[config.mk]
export PLATFORM = sky130hd
export DESIGN_NAME = conv_linebuf_sched_flat
export DESIGN_NICKNAME = d
export VERILOG_FILES = /design/src/rtl/conv_linebuf_sched_if.sv /design/src/rtl/conv_linebuf_sched.sv /design/src/flat_wrapper.sv
export SDC_FILE = /design/constraint.sdc
export NUM_CORES = 1
export LEC_CHECK = 0
export ABC_AREA = 1
export BUFFER_PORTS_ARGS = -buffer_cell sky130_fd_sc_hd__buf_2
export CORE_UTILIZATION = 40
export CTS_CLUSTER_DIAMETER = 50
export DETAILED_ROUTE_END_ITERATION = 7
export PLACE_DENSITY = 0.63
export SLEW_MARGIN = 20
export SYNTH_ARGS = -nofsm -noshare
export SYNTH_HDL_FRONTEND = slang
export SYNTH_SLANG_ARGS = --single-unit
[constraint.sdc]
create_clock -name clk -period 3.1 [get_ports clk]
set_input_delay 0.31 -clock clk [delete_from_list [all_inputs] [get_ports clk]]
set_output_delay 0.31 -clock clk [all_outputs]
set_load 0.02 [all_outputs]
[src/rtl/conv_linebuf_sched_if.sv]
// Pixel-source, window-sink and status signals of the line-buffer scheduler.
interface conv_linebuf_sched_if #(
  parameter int unsigned CW = 4
) ();
  logic          start;
  logic [7:0]    img_h;
  logic          pix_valid;
  logic          pix_ready;
  logic [3:0]    we;
  logic [3:0]    oe;
  logic          win_ready;
  logic          win_valid;
  logic [CW-1:0] win_col;
  logic [1:0]    top_sel;
  logic          busy;
  logic          frame_done;

  // Controller side: frame control, pixel source and window sink.
  modport master (
    output start, img_h, pix_valid, win_ready,
    input  pix_ready, we, oe, win_valid, win_col, top_sel, busy, frame_done
  );

  // Scheduler side.
  modport slave (
    input  start, img_h, pix_valid, win_ready,
    output pix_ready, we, oe, win_valid, win_col, top_sel, busy, frame_done
  );
endinterface

[src/rtl/conv_linebuf_sched.sv]
// Four-buffer line scheduler for the 3x3 convolution core: rotates incoming
// rows across the buffers and issues three-row column reads once a window
// of rows is resident, overlapping the next row's write with the read pass.
module conv_linebuf_sched #(
  parameter int unsigned IMG_W = 16,
  parameter int unsigned CW    = 4
) (
  input  logic                 clk,
  input  logic                 rst_n,
  conv_linebuf_sched_if.slave  bus
);

  localparam int unsigned RW       = 8;
  localparam logic [CW-1:0] LAST_COL = CW'(IMG_W - 1);

  typedef enum logic [2:0] {
    S_IDLE,
    S_FILL,
    S_RUN,
    S_WAIT,
    S_DONE
  } state_e;

  state_e        state_q, state_d;
  logic [RW-1:0] h_q, h_d;
  logic [RW-1:0] wr_row_q, wr_row_d;
  logic [CW-1:0] wr_col_q, wr_col_d;
  logic [RW-1:0] base_q, base_d;
  logic [CW-1:0] rd_col_q, rd_col_d;
  logic          win_valid_q, win_valid_d;
  logic [CW-1:0] win_col_q, win_col_d;
  logic [1:0]    top_sel_q, top_sel_d;
  logic          busy_q, busy_d;
  logic          frame_done_q, frame_done_d;

  // Handshake-timed strobes; these follow the handshake in the same cycle.
  logic          pix_ready_c;
  logic [3:0]    we_c;
  logic [3:0]    oe_c;
  logic          writer_act;
  logic [RW:0]   base_ext;
  logic [RW:0]   wr_row_nx_ext;

  // Next-state, counter and strobe decode for writer and reader.
  always_comb begin
    state_d       = state_q;
    h_d           = h_q;
    wr_row_d      = wr_row_q;
    wr_col_d      = wr_col_q;
    base_d        = base_q;
    rd_col_d      = rd_col_q;
    win_valid_d   = 1'b0;
    win_col_d     = win_col_q;
    top_sel_d     = top_sel_q;
    pix_ready_c   = 1'b0;
    we_c          = '0;
    oe_c          = '0;
    base_ext      = {1'b0, base_q};
    writer_act    = (state_q == S_FILL) || (state_q == S_RUN) || (state_q == S_WAIT);

    // Writer: stay inside the frame and never lap the oldest row being read.
    if (writer_act && (wr_row_q < h_q) && ({1'b0, wr_row_q} < base_ext + 9'd4)) begin
      pix_ready_c = 1'b1;
    end
    if (pix_ready_c && bus.pix_valid) begin
      we_c[wr_row_q[1:0]] = 1'b1;
      if (wr_col_q == LAST_COL) begin
        wr_col_d = '0;
        wr_row_d = wr_row_q + RW'(1);
      end else begin
        wr_col_d = wr_col_q + CW'(1);
      end
    end
    wr_row_nx_ext = {1'b0, wr_row_d};

    case (state_q)
      S_IDLE: begin
        if (bus.start) begin
          h_d      = bus.img_h;
          wr_row_d = '0;
          wr_col_d = '0;
          base_d   = '0;
          rd_col_d = '0;
          state_d  = (bus.img_h >= 8'd3) ? S_FILL : S_DONE;
        end
      end
      S_FILL: begin
        if (wr_row_d >= 8'd3) state_d = S_RUN;
      end
      S_RUN: begin
        if (bus.win_ready) begin
          oe_c[base_q[1:0]]         = 1'b1;
          oe_c[base_q[1:0] + 2'd1]  = 1'b1;
          oe_c[base_q[1:0] + 2'd2]  = 1'b1;
          win_valid_d = 1'b1;
          win_col_d   = rd_col_q;
          top_sel_d   = base_q[1:0];
          if (rd_col_q == LAST_COL) begin
            rd_col_d = '0;
            base_d   = base_q + RW'(1);
            if (base_ext + 9'd2 == {1'b0, h_q} - 9'd1) begin
              state_d = S_DONE;
            end else if (wr_row_nx_ext >= base_ext + 9'd4) begin
              state_d = S_RUN;
            end else begin
              state_d = S_WAIT;
            end
          end else begin
            rd_col_d = rd_col_q + CW'(1);
          end
        end
      end
      S_WAIT: begin
        if (wr_row_nx_ext >= base_ext + 9'd3) state_d = S_RUN;
      end
      S_DONE: begin
        state_d = S_IDLE;
      end
      default: begin
        state_d = S_IDLE;
      end
    endcase

    busy_d       = (state_d != S_IDLE);
    frame_done_d = (state_d == S_DONE);
  end

  // State, counters and registered outputs.
  always_ff @(posedge clk or negedge rst_n) begin
    if (!rst_n) begin
      state_q      <= S_IDLE;
      h_q          <= '0;
      wr_row_q     <= '0;
      wr_col_q     <= '0;
      base_q       <= '0;
      rd_col_q     <= '0;
      win_valid_q  <= 1'b0;
      win_col_q    <= '0;
      top_sel_q    <= '0;
      busy_q       <= 1'b0;
      frame_done_q <= 1'b0;
    end else begin
      state_q      <= state_d;
      h_q          <= h_d;
      wr_row_q     <= wr_row_d;
      wr_col_q     <= wr_col_d;
      base_q       <= base_d;
      rd_col_q     <= rd_col_d;
      win_valid_q  <= win_valid_d;
      win_col_q    <= win_col_d;
      top_sel_q    <= top_sel_d;
      busy_q       <= busy_d;
      frame_done_q <= frame_done_d;
    end
  end

  assign bus.pix_ready  = pix_ready_c;
  assign bus.we         = we_c;
  assign bus.oe         = oe_c;
  assign bus.win_valid  = win_valid_q;
  assign bus.win_col    = win_col_q;
  assign bus.top_sel    = top_sel_q;
  assign bus.busy       = busy_q;
  assign bus.frame_done = frame_done_q;

endmodule
[src/flat_wrapper.sv]
// flat-port wrapper written by rule: the top's interface ports become plain ports
module conv_linebuf_sched_flat 
#(
  parameter int unsigned IMG_W = 16,
  parameter int unsigned CW    = 4
)
  (clk, rst_n, bus_start, bus_img_h, bus_pix_valid, bus_win_ready, bus_pix_ready, bus_we, bus_oe, bus_win_valid, bus_win_col, bus_top_sel, bus_busy, bus_frame_done);
  conv_linebuf_sched_if #(.CW(CW)) bus_i ();
  input  logic clk;
  input  logic rst_n;
  input wire logic [$bits(bus_i.start)-1:0] bus_start;
  input wire logic [$bits(bus_i.img_h)-1:0] bus_img_h;
  input wire logic [$bits(bus_i.pix_valid)-1:0] bus_pix_valid;
  input wire logic [$bits(bus_i.win_ready)-1:0] bus_win_ready;
  output wire logic [$bits(bus_i.pix_ready)-1:0] bus_pix_ready;
  output wire logic [$bits(bus_i.we)-1:0] bus_we;
  output wire logic [$bits(bus_i.oe)-1:0] bus_oe;
  output wire logic [$bits(bus_i.win_valid)-1:0] bus_win_valid;
  output wire logic [$bits(bus_i.win_col)-1:0] bus_win_col;
  output wire logic [$bits(bus_i.top_sel)-1:0] bus_top_sel;
  output wire logic [$bits(bus_i.busy)-1:0] bus_busy;
  output wire logic [$bits(bus_i.frame_done)-1:0] bus_frame_done;
  assign bus_i.start = bus_start;
  assign bus_i.img_h = bus_img_h;
  assign bus_i.pix_valid = bus_pix_valid;
  assign bus_i.win_ready = bus_win_ready;
  assign bus_pix_ready = bus_i.pix_ready;
  assign bus_we = bus_i.we;
  assign bus_oe = bus_i.oe;
  assign bus_win_valid = bus_i.win_valid;
  assign bus_win_col = bus_i.win_col;
  assign bus_top_sel = bus_i.top_sel;
  assign bus_busy = bus_i.busy;
  assign bus_frame_done = bus_i.frame_done;
  conv_linebuf_sched #(.IMG_W(IMG_W), .CW(CW)) u_core (.clk(clk), .rst_n(rst_n), .bus(bus_i));
endmodule
# Yosys cells after proc, flatten, opt, wreduce, memory -nomap -nowiden
# Cells that the tools add are included.
# classes
n_reduce_logical	16
n_lt_le_gt_ge	14
bitwise	2
mux	39
eq_ne	10
addsub	10
# ops
op	n
$mux 8	7
$mux 4	10
$mux 3	7
$add 8x2->9 const B	2
$ge 8x9->1	2
$add 8x1->8 const B	2
$ge 8x2->1 const B	2
$pmux 8 s2	1
$lt 2x3->1 const B	4
$pmux 3 s4	1
$add 8x3->9 const B	1
$eq 9x9->1	1
$lt 8x9->1	1
$sub 8x1->9 const B	1
$add 4x1->4 const B	2
$demux 1 s2	4
$eq 4x4->1 const B	2
$ge 2x1->1 const B	4
$lt 8x8->1	1
$mux 1	8
$or 4x4->4	2
$pmux 4 s2	1
$logic_and 1x1->1	7
$eq 3x2->1 const B	2
other kinds (12)	16
# word_totals
inputBits	13
out_inout_bits	18
ff_bits	44

# Longest topological paths before layout
# logic_depth
word_depth	15
ltp_mapped	28
depth_no_buf	28

# Least setup slack after synthesis
# Ideal clock, no wire load.
# synth_timing
kind	register -> register
startpoint	reg u_core.base_q[2]
endpoint	reg u_core.busy_q, in the netlist u_core.bus.busy
n_path_buf	0
slack_ns	-0.292
arrival_ns	3.274
stages_incl_launch_ff	29
cell_sequence	dfrtp_1 > ha_1 > xnor2_1 > ha_1 > nand2_1 > nor2_1 > nand2_1 > nand3_1 > nand2_1 > nand3_1 > nand3_4 > nand3_4 > nand2_1 > nand2_2 > inv_1 > ha_1 > nand2_1 > o211ai_1 > nand3_1 > nand2_1 > nand3_1 > a21boi_0 > o21ai_0 > nand2_1 > o21ai_0 > inv_1 > nand3_1 > nor2_1 > nand2_1
# synth_between
elab_chain_cells	13
word_cells_on_any_way	20
# synth_lines
item	line_no	rtl
start: declaration	conv_linebuf_sched.sv:28	logic [RW-1:0] base_q, base_d;
start signal: assignment	conv_linebuf_sched.sv:147	base_q <= base_d;
$add 8x3->9	conv_linebuf_sched.sv:62, conv_linebuf_sched.sv:103	
$lt 8x9->1	conv_linebuf_sched.sv:62	if (writer_act && (wr_row_q < h_q) && ({1'b0, wr_row_q} < base_ext + 9'd4)) begin
$logic_and 1x1->1	conv_linebuf_sched.sv:62	
$mux 1	conv_linebuf_sched.sv:62	
$logic_and 1x1->1	conv_linebuf_sched.sv:65	if (pix_ready_c && bus.pix_valid) begin
$mux 8	conv_linebuf_sched.sv:65	
$ge 8x9->1	conv_linebuf_sched.sv:103	end else if (wr_row_nx_ext >= base_ext + 9'd4) begin
$mux 1	conv_linebuf_sched.sv:103	
$mux 3	conv_linebuf_sched.sv:101	if (base_ext + 9'd2 == {1'b0, h_q} - 9'd1) begin
$mux 3	conv_linebuf_sched.sv:98	if (rd_col_q == LAST_COL) begin
$mux 3	conv_linebuf_sched.sv:91	if (bus.win_ready) begin
$pmux 3 s4 (*)	conv_linebuf_sched.sv:76	case (state_q)
via u_core.state_d[0]	conv_linebuf_sched.sv:24	state_e state_q, state_d;
$reduce_bool 3->1 (*)	conv_linebuf_sched.sv:124	busy_d = (state_d != S_IDLE);
via u_core.busy_d	conv_linebuf_sched.sv:33	logic busy_q, busy_d;
end signal: assignment	conv_linebuf_sched.sv:152	busy_q <= busy_d;
end: declaration	conv_linebuf_sched.sv:33	
# Mark *: on every way through the listed nets, which the timed path passes. The rest lies on a longest branch.
# A chain may end at the register's enable or synchronous reset.

# Worst setup path after layout
# layout_timing
startpoint	reg u_core.base_q[3]
endpoint	reg u_core.busy_q, in the netlist u_core.bus.busy
# The elaborated chain is that of the path after synthesis.

==> key figures <==
Final layout
  – Util after Layout: 53.9%
  – FF+latch area: 1100 µm²
  – Area grow syn2layout: 29.4%
  – Final Non-Filler Cells: 710
  – Area of the multi-input gates: 2420 µm²
  – # diodes: 0
  – Layout Nets: 655
  – Fill cells: 816
  – Share of layout cells above drive strength 1: 27.2%

Timing
  – Post-route clock period utilization: 114%
  – Final Hold Viols: 0
  – Final setup fails: 2
  – Clock Skew: approximately 0.013 ns
  – F_max: 284 MHz
  – Relative slew slack: between 50% and 60%
  – Final WS setup: -0.422 ns
  – RSZ-0062 raised after global routing: yes
  – Slew Viols, Final: 0
  – Min Tclk post-route: about 3.5 ns
  – Worst slew pin tran: 0.705 ns

Synth
  – Yosys warning count: 0
  – Largest area contributor in the netlist: dfrtp_1
  – #FFs+latches synth: 44
  – Post-Syn Area: 3650 µm²
  – Post-Syn Instances: 507
  – Syn avg cell area: 7.20 µm²
  – Part of the Yosys area used for sequential elements: between 30% and 40%
  – Synth cell types: 32
  – Largest cells by area after synthesis: dfrtp_1 30%, ha_1 14%, nand2_1 13%
  – Mapped Nets: 561
  – Share of the synthesized area in the top cell type: 30.2%

Power and ir drop
  – Gate power share: 65.3%
  – Sequential share of power: 21.9%
  – Sw Ratio: 45.9%
  – Worst vdd ir: 437 µV
  – Int Power: 2070 µW
  – P per Cell Area: 810 nW/µm²
  – Switch Pwr: 1760 µW
  – Tot Pwr: 3830 µW
  – LEAKAGE: 0.00242 µW
  – Clock network power share: between 10 and 15%

Worst setup path
  – CP required: 3.31 ns
  – Max stage delay on crit path: roughly 0.46 ns
  – Crit. End Element: flop
  – Reg2reg end: u_core.bus.busy$_DFF_PN0_
  – Slowest stage cell, crit path: dfrtp_2
  – Worst path most repeated cell: nand2_1
  – Reg-to-Reg Start: u_core.base_q[3]$_DFFE_PN0P_
  – Top fanout value on the critical path: 7
  – R2R depth: 29
  – Flop2flop setup slack: -0.42 ns
  – Startpoint types: flop
  – Worst EP arrival: 3.73 ns
  – Kind of critical path: flop to flop

CTS
  – Root Buffer: clkbuf_8
  – Maximum clock path buffer count: 2
  – Htree depth: 2
  – Clock transition at the registers of the reported paths: roughly 0.10 ns
  – Hold-fix buffer count after cts: 0
  – Clock Sink Count: 44
  – Clk_lat worst skew: 0.32 ns
  – Clock buffer count from CTS: 5
  – CTS tree: yes

Global routing
  – Largest net degree at the start of global routing: 30
  – Vias in the first global route: 3533
  – Grt ovf: 0
  – First-pass GRT wire length: between 15000 and 20000 µm
  – GRT Total Usage: 21.5%
  – Initial antenna violation count: 0

Floorplan
  – Die Ht: ~100 µm
  – Die width: 97.5 µm
  – # rows: 34
  – Placeable Area: 8760 µm²
  – Starting density of the core: 41.6%
  – Io pins: 31
  – Total die area: about 9500 µm²

Drt
  – Met1 WL: between 4000 and 5000 µm
  – DRC viols: 0
  – Met3 WL post-DR: between 300 and 400 µm
  – DRT Pass-1 Iters: 5
  – Iteration-0 DRC Markers: between 150 and 200
  – Routed wire length: a little under 10000 µm
  – Routed WL per cell: 13.9 µm
  – Via density: approximately 5
  – Antenna Nets Post-Route: 0
  – Met2 routed WL: 4600 µm
  – Vias: 3529
  – DR top layer: met4

Placed design
  – RePlAce Congestion: 0.905
  – Dpl hpwl: 7680 µm
  – Pre-CTS WS: -0.519 ns
  – Port bufs: 30
  – Dpl cells: 692

Run status
  – Failing checks: negative setup slack
  – Outcome: finished, violations left

Worst hold path
  – Hold Path Class: primary input to async pin

Flow run
  – Maxcap violations: 0
==> worst max path at each step <==
| stage | depth (start not counted) | start | end |
|---|---|---|---|
| final | 29 | u_core.base_q[3]$_DFFE_PN0P_ | u_core.bus.busy$_DFF_PN0_ |
| after global routing | 29 | u_core.base_q[2]$_DFFE_PN0P_ | u_core.bus.busy$_DFF_PN0_ |
| after CTS | 28 | u_core.base_q[2]$_DFFE_PN0P_ | u_core.bus.busy$_DFF_PN0_ |
| after detailed placement | 28 | u_core.base_q[2]$_DFFE_PN0P_ | u_core.bus.busy$_DFF_PN0_ |
| after global placement | 28 | u_core.base_q[2]$_DFFE_PN0P_ | u_core.bus.busy$_DFF_PN0_ |
| after floorplan | 28 | u_core.base_q[2]$_DFFE_PN0P_ | u_core.bus.busy$_DFF_PN0_ |
==> state kept, by name, summed over array words and instances, names as in the netlist <==
register               count
u_core.base_q              8
u_core.h_q                 8
u_core.wr_row_q            8
u_core.bus.win_col         4
u_core.rd_col_q            4
u_core.wr_col_q            4
u_core.state_q             3
u_core.bus.top_sel         2
u_core.bus.busy            1
u_core.bus.frame_done      1
u_core.bus.win_valid       1
==> area by class of cell <==
type	count	area share (%)
clock buffer	6	1.75
clock inverter	2	0.821
inverter	76	6.04
multi-input combinational	377	51.3
sequential	44	23.4
tap	108	2.86
timing repair buffer	97	13.9
==> cell usage after synthesis <==
cell,number
nand2_1,124
inv_1,75
nor2_1,52
dfrtp_1,44
ha_1,41
o21ai_0,30
xor2_1,22
nand3_1,21
a21oi_1,17
nand4_1,15
nand2_2,13
nor3_1,10
xnor2_1,8
buf_4,5
clkbuf_1,5
nor2_2,5
nand3_4,3
nor4_1,2
o22ai_1,2
a211oi_1,1
a21boi_0,1
a221oi_1,1
inv_2,1
nand3_2,1
nor2_4,1
nor3b_1,1
o211ai_1,1
o21a_1,1
o21ai_1,1
o21bai_1,1
o221ai_1,1
o31ai_1,1
==> stage by stage <==
step	setup TNS, ns	instance area, µm²	hold slack, ns
after floorplan	-0.137	3690	0.0144
after global placement	-0.764	4350	0.391
after detailed placement	-0.890	4350	0.393
after CTS	-0.626	4620	0.0532
after global routing	-1.13	4720	0.0968
final	-0.696	4720	0.0312
==> worst max-delay path: cells and delay by family (launching register included) <==
| family | cells | cell delay, ns |
|---|---|---|
| simple gates | 22 | 1.70 |
| compound gates | 1 | 0.18 |
| fa+ha+maj | 3 | 0.76 |
| flops | 1 | 0.46 |
| buf+inv | 2 | 0.18 |
| xor+xnor | 1 | 0.13 |
==> cells by family after synthesis <==
group	after synthesis	share of synthesized area, %
fa+ha+maj	41	14.1
simple gates	248	30.6
xor+xnor	30	7.20
compound gates	58	8.64
flops	44	30.2
buf+inv	86	9.36
==> routing by layer <==
layer | global-route usage [%] | vias up
li1 | - | 1801
met4 | 8.71 | 0
met1 | 28.2 | 1634
met5 | 0 | -
met2 | 35.4 | 75
met3 | 3.09 | 19
==> cell usage in the layout, fill, tap and decap left out, types with 7 or more instances in the layout <==
master / synthesis / layout
nor2_1: 52 / 52
xor2_1: 22 / 21
ha_4: 0 / 11
buf_2: 0 / 30
ha_1: 41 / 30
buf_4: 5 / 66
nand2_1: 124 / 117
nand4_1: 15 / 15
inv_1: 75 / 72
dfrtp_1: 44 / 42
nand2_2: 13 / 20
a21oi_1: 17 / 14
nand3_1: 21 / 16
o21ai_0: 30 / 28
xnor2_1: 8 / 7
nor3_1: 10 / 10
==> power groups by stage <==
stage / Sequential (µW) / Combinational, µW / Clock (µW)
floorplan: 878 / 1330 / 0
global placement: 845 / 2120 / 0
detailed placement: 848 / 2180 / 0
CTS: 839 / 2340 / 495
global route: 855 / 2780 / 517
finish: 839 / 2500 / 490
==> timing repair <==
| item | in CTS | in global routing |
|---|---|---|
| pin swaps | 15 | 24 |
| setup endpoints to repair | 2 | 2 |
| setup buffers | 9 | 1 |
| gates resized for setup | 15 | 15 |
(Power assumes the default switching activity.)
